$ cat src/rtl/shiftreg_chain_ctrl_if.sv
// Vector-in / stream-out bundle for shiftreg_chain_ctrl.
// The master side is the producer/consumer environment; the slave side is the sequencer.
interface shiftreg_chain_ctrl_if #(
  parameter int DEPTH = 4
);
  logic               vec_valid;
  logic               vec_ready;
  logic [DEPTH*8-1:0] vec_data;
  logic               out_valid;
  logic [7:0]         out_data;
  logic               out_last;

  modport master (
    output vec_valid,
    output vec_data,
    input  vec_ready,
    input  out_valid,
    input  out_data,
    input  out_last
  );

  modport slave (
    input  vec_valid,
    input  vec_data,
    output vec_ready,
    output out_valid,
    output out_data,
    output out_last
  );
endinterface

$ cat src/rtl/shiftreg_chain_ctrl.sv
// Sequencer for a chain of DEPTH int8 shift-register stages.
// It parallel-loads an accepted vector into the chain, counts DEPTH shift
// cycles and tags the serial stream leaving stage 0 with valid/last.
// A new vector can be accepted on the last beat, so back-to-back vectors
// stream without a bubble.
// Optional macro SRCTRL_REPEAT_EN: adds cfg_repeat and rotates the chain
// (tail fed from head) so that one vector is streamed cfg_repeat+1 times.
module shiftreg_chain_ctrl #(
  parameter int DEPTH = 4
) (
  input  logic               clk,
  input  logic               reset,
`ifdef SRCTRL_REPEAT_EN
  input  logic [3:0]         cfg_repeat,
`endif
  shiftreg_chain_ctrl_if.slave bus,
  output logic               sr_load,
  output logic [DEPTH*8-1:0] sr_pload,
  output logic [7:0]         sr_fill,
  input  logic [7:0]         sr_head,
  output logic               busy
);

  localparam int CW = $clog2(DEPTH) + 1;
  localparam logic [CW-1:0] LAST = CW'(DEPTH - 1);

  typedef enum logic {IDLE, SHIFT} state_t;

  state_t        state_reg, state_next;
  logic [CW-1:0] cnt_reg, cnt_next;
  logic          at_last;
  logic          rep_pending;
  logic          ready;
  logic          handshake;

`ifdef SRCTRL_REPEAT_EN
  logic [3:0] rep_reg, rep_next;

  assign rep_pending = (rep_reg != 4'd0);
  // Rotate: the element leaving the head re-enters at the tail.
  assign sr_fill     = sr_head;

  // Remaining extra passes for the vector in flight.
  always_ff @(posedge clk) begin
    if (!reset) rep_reg <= 4'd0;
    else        rep_reg <= rep_next;
  end
`else
  assign rep_pending = 1'b0;
  assign sr_fill     = 8'h00;
`endif

  // Vector slices go straight to the stage parallel inputs.
  generate
    for (genvar gi = 0; gi < DEPTH; gi++) begin : g_pload
      assign sr_pload[gi*8 +: 8] = bus.vec_data[gi*8 +: 8];
    end
  endgenerate

  assign bus.out_data  = sr_head;
  assign bus.out_valid = (state_reg == SHIFT);
  assign bus.out_last  = at_last;
  assign bus.vec_ready = ready;
  assign sr_load       = handshake;
  assign busy          = (state_reg != IDLE);

  // State and shift-counter registers.
  always_ff @(posedge clk) begin
    if (!reset) begin
      state_reg <= IDLE;
      cnt_reg   <= '0;
    end else begin
      state_reg <= state_next;
      cnt_reg   <= cnt_next;
    end
  end

  // Accept point, next state and counter advance.
  always_comb begin
    state_next = state_reg;
    cnt_next   = cnt_reg;
`ifdef SRCTRL_REPEAT_EN
    rep_next   = rep_reg;
`endif
    at_last    = (state_reg == SHIFT) && (cnt_reg == LAST);
    ready      = (state_reg == IDLE) || (at_last && !rep_pending);
    handshake  = bus.vec_valid && ready;

    case (state_reg)
      IDLE: begin
        if (handshake) begin
          state_next = SHIFT;
          cnt_next   = '0;
        end
      end
      SHIFT: begin
        if (!at_last) begin
          cnt_next = cnt_reg + CW'(1);
        end else if (rep_pending) begin
          // Chain has rotated back to element 0: start another pass.
          cnt_next = '0;
`ifdef SRCTRL_REPEAT_EN
          rep_next = rep_reg - 4'd1;
`endif
        end else if (handshake) begin
          cnt_next = '0;
        end else begin
          state_next = IDLE;
          cnt_next   = '0;
        end
      end
      default: begin
        state_next = IDLE;
        cnt_next   = '0;
      end
    endcase

`ifdef SRCTRL_REPEAT_EN
    if (handshake) rep_next = cfg_repeat;
`endif
  end

endmodule
$ cat src/flat_wrapper.sv
// flat-port wrapper written by rule: the top's interface ports become plain ports
module shiftreg_chain_ctrl_flat 
#(
  parameter int DEPTH = 4
)
  (clk, reset, sr_load, sr_pload, sr_fill, sr_head, busy, bus_vec_valid, bus_vec_data, bus_vec_ready, bus_out_valid, bus_out_data, bus_out_last);
  shiftreg_chain_ctrl_if #(.DEPTH(DEPTH)) bus_i ();
  input  logic clk;
  input  logic reset;
  output logic sr_load;
  output logic [DEPTH*8-1:0] sr_pload;
  output logic [7:0] sr_fill;
  input  logic [7:0] sr_head;
  output logic busy;
  input wire logic [$bits(bus_i.vec_valid)-1:0] bus_vec_valid;
  input wire logic [$bits(bus_i.vec_data)-1:0] bus_vec_data;
  output wire logic [$bits(bus_i.vec_ready)-1:0] bus_vec_ready;
  output wire logic [$bits(bus_i.out_valid)-1:0] bus_out_valid;
  output wire logic [$bits(bus_i.out_data)-1:0] bus_out_data;
  output wire logic [$bits(bus_i.out_last)-1:0] bus_out_last;
  assign bus_i.vec_valid = bus_vec_valid;
  assign bus_i.vec_data = bus_vec_data;
  assign bus_vec_ready = bus_i.vec_ready;
  assign bus_out_valid = bus_i.out_valid;
  assign bus_out_data = bus_i.out_data;
  assign bus_out_last = bus_i.out_last;
  shiftreg_chain_ctrl #(.DEPTH(DEPTH)) u_core (.clk(clk), .reset(reset), .bus(bus_i), .sr_load(sr_load), .sr_pload(sr_pload), .sr_fill(sr_fill), .sr_head(sr_head), .busy(busy));
endmodule
$ cat config.mk
export PLATFORM = sky130hd
export DESIGN_NAME = shiftreg_chain_ctrl_flat
export DESIGN_NICKNAME = d
export VERILOG_FILES = /design/src/rtl/shiftreg_chain_ctrl_if.sv /design/src/rtl/shiftreg_chain_ctrl.sv /design/src/flat_wrapper.sv
export SDC_FILE = /design/constraint.sdc
export NUM_CORES = 1
export LEC_CHECK = 0
export CORE_MARGIN = 1.5
export CORE_UTILIZATION = 21
export DETAILED_ROUTE_END_ITERATION = 10
export GPL_TIMING_DRIVEN = 0
export PLACE_DENSITY = 0.81
export SLEW_MARGIN = 5
export SYNTH_ARGS = -nofsm -noshare
export SYNTH_HDL_FRONTEND = slang
export SYNTH_SLANG_ARGS = --single-unit
$ cat constraint.sdc
create_clock -name clk -period 1.5 [get_ports clk]
set_input_delay 0.45 -clock clk [delete_from_list [all_inputs] [get_ports clk]]
set_output_delay 0.45 -clock clk [all_outputs]
set_load 0.01 [all_outputs]
# Word level (Yosys, flattened, before mapping)
# Cells that the tools add are included.
# totals
regBits,4
latch_bits,0
ramBits,0
romBits,0
inputBits,43
out_inout_bits,53
elab_cells,15
mem_count,0
# op_classes
addsub,1
mul,0
n_div,0
n_lt_le_gt_ge,0
eq_ne,2
n_shift,0
n_mux,6
n_bitwise,1
reduce_logical,3
# ops
op,count
two-way mux 3 bit,2
case mux 3 bit (2 select lines),1
"adder 3 x 1 -> 3 bit, second input constant",1
"== test 3 x 2 -> 1 bit, second input constant",1
logical AND 1 bit,2
two-way mux 1 bit,2
"inequality test 2 bit, second input constant",1
case mux 1 bit (2 select lines),1
logical OR 1 bit,1
inverter 1 bit,1

# Depth between registers and ports, before layout
# Gate-level depths: netlist (run 1).
# depth
ltp_word,7
mapped_depth,4
depth_no_buf,4

# Worst setup path before layout (run 1)
# OpenSTA, ideal clock, no wires.
# synth_timing
path_kind,register to output
startpoint,register u_core.cnt_reg[0]
endpoint,output sr_load
arrival_time_ps,943
t_required_ps,1050
slack_ps,107
path_stages_with_launch,5
n_path_buf,0
path_cell_list,dfxtp_1 ha_1 inv_1 o21ai_2 and2_1
# synth_between
elab_chain_len,4
# synth_lines
element,line_no,rtl
start: declaration,shiftreg_chain_ctrl.sv:30,"logic [CW-1:0] cnt_reg, cnt_next;"
start signal: assignment,shiftreg_chain_ctrl.sv:74,cnt_reg <= cnt_next;
== test 3 x 2 -> 1 bit,shiftreg_chain_ctrl.sv:85,at_last = (state_reg == SHIFT) && (cnt_reg == LAST);
logical AND 1 bit,shiftreg_chain_ctrl.sv:85,
logical OR 1 bit,shiftreg_chain_ctrl.sv:86,ready = (state_reg == IDLE) || (at_last && !rep_pending);
named net bus_vec_ready,flat_wrapper.sv:17,output wire logic [$bits(bus_i.vec_ready)-1:0] bus_vec_ready;
logical AND 1 bit,shiftreg_chain_ctrl.sv:87,handshake = bus.vec_valid && ready;
end: declaration,flat_wrapper.sv:10,output logic sr_load;
# The timed path passes the listed nets, and every way through them passes these cells.

# Final worst setup path (run 1)
# layout_timing
startpoint,register u_core.cnt_reg[0]
endpoint,output sr_load
# layout_between
elab_chain_len,4
# layout_lines
element,line_no
== test 3 x 2 -> 1 bit,shiftreg_chain_ctrl.sv:85
logical AND 1 bit,shiftreg_chain_ctrl.sv:85
logical OR 1 bit,shiftreg_chain_ctrl.sv:86
logical AND 1 bit,shiftreg_chain_ctrl.sv:87
# Every way passes these cells.

==> results of run 1 <==
## worst max-delay path, cell delays in order (launching register included)
cell     delay (ns)
dfxtp_2        0.34
ha_4           0.14
inv_2          0.04
o21ai_2        0.12
and2_1         0.13
buf_2          0.12
## worst paths after layout
path                                  startpoint                        endpoint  slack, ns  cells after the start
hold / removal    u_core.cnt_reg[1]$_SDFFE_PN0P_  u_core.cnt_reg[1]$_SDFFE_PN0P_       0.50                      2
hold reg to reg   u_core.cnt_reg[1]$_SDFFE_PN0P_  u_core.cnt_reg[1]$_SDFFE_PN0P_       0.50                      2
setup / recovery  u_core.cnt_reg[0]$_SDFFE_PN0P_                         sr_load      -0.09                      5
setup reg to reg  u_core.cnt_reg[0]$_SDFFE_PN0P_  u_core.cnt_reg[0]$_SDFFE_PN0P_       0.38                      6
## what timing repair did
action | in CTS | in global routing
endpoints found under the hold margin | 0 | 0
hold buffers | 0 | 0
pin swaps | 3 | 3
buffers inserted | 3 | 0
gates resized for setup | 30 | 32
setup endpoints to repair | 12 | 35
## layer usage
metal	GRT usage (%)	vias to the layer above
met3	4.72	0
met4	5.00	0
li1	-	284
met1	6.60	263
met2	15.5	58
met5	0	-
## cells in the final DEF (no fill, tap or decap), drive strengths merged
cell           netlist  routed
nand2b               1       1
nor3b                1       1
o2111a               1       1
a21boi               1       1
buf                 49      55
dfxtp                4       4
nand2                2       2
dlygate4sd2          0      10
clkbuf               0       3
ha                   1       1
clkdlybuf4s50        0       2
dlymetal6s2s         0      32
conb                 1       8
o21ai                3       3
nor2                 1       1
and2                 1       1
inv                  2       2
nand3                2       2
## power groups by stage
stage / Sequential [mW] / Clock, mW / Combinational, mW
2_1_floorplan: 0.119 / 0 / 0.152
3_3_place_gp: 0.118 / 0 / 0.281
3_5_place_dp: 0.119 / 0 / 0.287
4_1_cts: 0.119 / 0.145 / 0.282
5_1_grt: 0.119 / 0.151 / 0.288
6_report: 0.119 / 0.137 / 0.268
## kinds of logic (layout without fill, tap and decap cells)
logic type	Yosys count	after routing	share of synthesized area [%]
buffers and inverters	51	104	68.2
flip-flops	4	4	14.5
AO/OA/AOI/OAI	5	5	6.82
AND/OR/NAND/NOR	8	8	7.50
adder cells (fa/ha/maj)	1	1	2.27
other	1	8	0.681
## through the flow
step / setup slack, ns / hold slack (ns) / power (mW)
finish: -0.0855 / 0.497 / 0.523
global route: -0.137 / 0.521 / 0.558
CTS: -0.105 / 0.496 / 0.546
detailed placement: -0.555 / 0.481 / 0.406
global placement: -0.552 / 0.460 / 0.400
floorplan: 0.107 / 0.447 / 0.271
## cell type report
cell class                 count  area share [%]
buffer                        49            30.6
timing repair buffer          50            45.4
tap                           30            3.13
clock buffer                   3            1.88
sequential                     4            7.19
multi-input combinational     22            11.1
inverter                       2           0.625
==> results.md, run 1 <==
- WL/cell: 9.69 um
- Wl on met1: 391 um
- Clock Sinks: 4
- Register bit total from synthesis: 4
- Arr. time, crit path: 1.14 ns
- Area of the multi-input gates: 134 um2
- Max H-tree Level: 1
- Avg Cell Area, Syn: 7.86 um2
- # IOs: 96
- Layout Cells excl Fill: 160
- Setup violations, final: 2
- Synth top area share: 66.8%
- Violated checks: setup timing
- Dpl cells: 154
- Sequential power share: 22.7%
- Final Util: 48.5%
- Clock skew: 0.00412 ns
- Clock root cell: clkbuf_4
- DRC: 0
- Gp weighted congestion: 0.519
- Largest fanout on the critical path: 3
- Hold WC Path Type: register to register
- Layout cells sized above 1: 49.2%
- Crit end category: output pin
- Run status: finished with violations
- Top_reg_cell synth: dfxtp_1
- Num rows: 18
- Post-synthesis sequential area ratio: 14.5%
- Number of synthesized flops with an enable pin: 0
- Max Cap Viol: 0
- Mapped Area: 551 um2
- Max reg flops: 3
- Vias in the first global route: 470
- Die width: 54.2 um
- Clock transition at path regs: 0.04 ns
- Fin nets: 176
- Period utilisation layout: 106%
- DRT antenna net count: 0
- Diodes inserted: 0
- Port bufs: 47
- Initial antenna violation count: 0
- Top cells by area, synth: buf_4 (67%), dfxtp_1 (15%), ha_1 (2.3%)
- Initial DRC Count: 7
- Post-Synthesis Cells: 70
- DR vias/cell: 3.78
- Clock share of power: 26.1%
- Comb power frac: 51.2%
- Die height: 54.2 um
- Met2 WL: 833 um
- Global-route wire length before repair: 1.69 mm
- FFs w/ async S/R, synth: 0%
- Metal3 WL: 327 um
- Area leader, netlist: buf_4
- Synth unique cells: 15
- Max IR drop VDD: 224 uV
- P_int: 0.379 mW
- Worst-skew pair later-pin latency: 0.24 ns
- Die Footprint: 0.00294 mm2
- Pin count of the biggest net entering global routing: 8
- Post-route setup TNS: -0.105 ns
- Top post-synthesis cells by count: buf_4 (49), dfxtp_1 (4)
- Fill cells: 238
- Congestion Overflow GR: 0
- Clock buffer depth: 2
- Yosys warning total: 0
- Wirelength, routed: 1.55 mm
- DR top layer: met3
- Fmax: 0.631 GHz
- Minimum clock period: 1.59 ns
- Top-count cell post-synth: buf_4
- Pre-Repair DR Iteration Count: 3
- Switch share: 27.6%
- Core Area: 0.00248 mm2
- Routed vias: 605
- Total Routing Usage GR: 8.33%
- Pwr/cell area: 436 mW/mm2
- Final Hold Vio Count: 0
- Worst Setup Slack, final: -0.0855 ns
- Area grow syn2layout: 118%
- Flip-flop and latch area: 86.3 um2
- WP data required: 1.05 ns
- Design area: 0.00120 mm2
- Lkg Pwr: 0.860 nW
- Crit Path Category: register to output pin
- CP Launch Type: register
- CTS buffer count: 3
- Pins Over Slew Limit: 0
- CTS tree: built
- Psw: 0.145 mW
- Effective utilization at floorplan: 22.2%
- RSZ-0062 raised after global routing: true
- DP Area: 0.00108 mm2
(Power assumes the default switching activity.)
==> inputs of run 2 (changes only) <==
--- a/config.mk
+++ b/config.mk
@@ -5,7 +5,7 @@
 export SDC_FILE = /design/constraint.sdc
 export NUM_CORES = 1
 export LEC_CHECK = 0
-export CORE_MARGIN = 1.5
+export CORE_MARGIN = 2
 export CORE_UTILIZATION = 21
 export DETAILED_ROUTE_END_ITERATION = 10
 export GPL_TIMING_DRIVEN = 0
==> constraint.sdc (replaced) <==
create_clock -name clk -period 1.8 [get_ports clk]
set_input_delay 0.54 -clock clk [delete_from_list [all_inputs] [get_ports clk]]
set_output_delay 0.54 -clock clk [all_outputs]
set_load 0.01 [all_outputs]
==> results.md, run 2 (synthesis gave the netlist of run 1 again) <==
- Run status: complete, no violations
- Effective utilization at floorplan: 22.2%
- Clock skew: 0.00658 ns
- Worst-skew pair later-pin latency: 0.24 ns
- Crit end category: output pin
- Die height: 55.2 um
- R2R depth: 6
- Met2 WL: 724 um
- Max Cap Viol: 0
- R2R Path End: u_core.bus.out_valid$_SDFF_PN0_
- Area grow syn2layout: 109%
- Port bufs: 47
- Final Hold Vio Count: 0
- Setup violations, final: 0
- Routed vias: 579
- Fin nets: 176
- DR top layer: met3
- Minimum clock period: 1.72 ns
- Crit path launch: u_core.cnt_reg[0]$_SDFFE_PN0P_
- CTS tree: built
- Clock root cell: clkbuf_4
- Max reg flops: 3
- Worst Path Buf+Inv: 2
- Total Routing Usage GR: 9.47%
- Clock transition at path regs: 0.03 ns
- Reg2reg setup slack: 0.69 ns
- Vias in the first global route: 565
- Max IR drop VDD: 214 uV
- Worst path max stage delay: 0.35 ns
- Layout cells sized above 1: 50.0%
- CTS buffer count: 3
- Post-route setup TNS: 0 ns
- DR vias/cell: 3.62
- Clock Sinks: 4
- Pwr/cell area: 396 mW/mm2
- Wl on met1: 447 um
- # IOs: 96
- DRC: 0
- R2R Path Start: u_core.cnt_reg[0]$_SDFFE_PN0P_
- Largest fanout on the critical path: 4
- Max H-tree Level: 1
- CP Launch Type: register
- Layout Cells excl Fill: 160
- Gp weighted congestion: 0.671
- WP data required: 1.26 ns
- Num rows: 18
- Initial DRC Count: 5
- Most frequent cells in the layout: buf_4 (52), clkdlybuf4s50_1 (42), conb_1 (8)
- CP top delay family: flip-flops
- DRT antenna net count: 0
- Crit Path Category: register to output pin
- Diodes inserted: 0
- Fmax: 0.581 GHz
- Pins Over Slew Limit: 0
- Pin count of the biggest net entering global routing: 8
- Lkg Pwr: 0.564 nW
- Core Area: 0.00248 mm2
- Fill cells: 236
- Arr. time, crit path: 1.18 ns
- Post-cts hold buffer count: 0
- Initial antenna violation count: 0
- CP max-delay cell: dfxtp_4
- Congestion Overflow GR: 0
- Die width: 55.2 um
- CP Capture Point: sr_load
- Period utilisation layout: 95.7%
- WL/cell: 8.98 um
- Wirelength, routed: 1.44 mm
- Hold WC Path Type: register to register
- CP Depth: 5
- Commonest non-fill, non-tap cell in the layout: buf_4
- Clock buffer depth: 2
- RSZ-0062 raised after global routing: false
- Die Footprint: 0.00305 mm2
- Global-route wire length before repair: 2.33 mm
- Critical path cell sequence: ha_4 -> inv_2 -> o21ai_2 -> and2_1 -> buf_2
- Metal3 WL: 264 um
- Dpl cells: 154
- Pre-Repair DR Iteration Count: 2
## run 2: worst min path at each step
| stage | to | startpoint | depth (start not counted) |
|---|---|---|---|
| 2_1_floorplan | u_core.cnt_reg[1]$_SDFFE_PN0P_ | u_core.cnt_reg[1]$_SDFFE_PN0P_ | 2 |
| 3_3_place_gp | u_core.cnt_reg[1]$_SDFFE_PN0P_ | u_core.cnt_reg[1]$_SDFFE_PN0P_ | 2 |
| 3_5_place_dp | u_core.cnt_reg[1]$_SDFFE_PN0P_ | u_core.cnt_reg[1]$_SDFFE_PN0P_ | 2 |
| 4_1_cts | u_core.cnt_reg[2]$_SDFFE_PN0P_ | u_core.cnt_reg[2]$_SDFFE_PN0P_ | 1 |
| 5_1_grt | u_core.cnt_reg[2]$_SDFFE_PN0P_ | u_core.cnt_reg[2]$_SDFFE_PN0P_ | 1 |
| 6_report | u_core.cnt_reg[1]$_SDFFE_PN0P_ | u_core.cnt_reg[1]$_SDFFE_PN0P_ | 2 |
## run 2: where the power goes
part	switching [mW]	total, mW	internal (mW)
combinational	0.0762	0.241	0.165
sequential	0.00598	0.0990	0.0931
clock	0.0397	0.114	0.0748
## run 2: through the flow
step / hold WS [ns] / setup slack [ns] / area [um2] / power, mW / util [%]
final: 0.502 / 0.0780 / 1150 / 0.455 / 46.4
after global routing: 0.519 / 0.00558 / 1150 / 0.487 / 46.4
after CTS: 0.504 / 0.00665 / 1140 / 0.464 / 46.1
after detailed placement: 0.489 / -0.426 / 1080 / 0.338 / 43.8
after global placement: 0.459 / -0.425 / 1080 / 0.333 / 43.8
after floorplan: 0.447 / 0.317 / 577 / 0.226 / -
## run 2: worst register-to-register path: stages, from the launching register on
cell and delay [ns]:
dfxtp_4 0.35, ha_4 0.16, inv_2 0.07, o21ai_2 0.07, buf_4 0.14, buf_4 0.12, a21boi_1 0.14
## run 2: area by class of cell
cell class	count	area (um2)	share of cell area [%]
buffer	49	368	32.0
clock buffer	3	22.5	1.96
inverter	2	7.51	0.654
multi-input combinational	22	139	12.1
sequential	4	88.8	7.73
tap	30	37.5	3.27
timing repair buffer	50	485	42.3
## run 2: repair_timing
action,in CTS,in global routing
endpoints found under the setup margin,4,3
resized for setup,18,4
buffers inserted,3,0
pin swaps,2,2
## run 2: per-layer routing
metal  global-route usage (%)  vias to the layer above
li1                         -                      282
met1                     8.83                      235
met2                     16.8                       62
met3                     7.03                        0
met4                     1.39                        0
met5                        0                        -
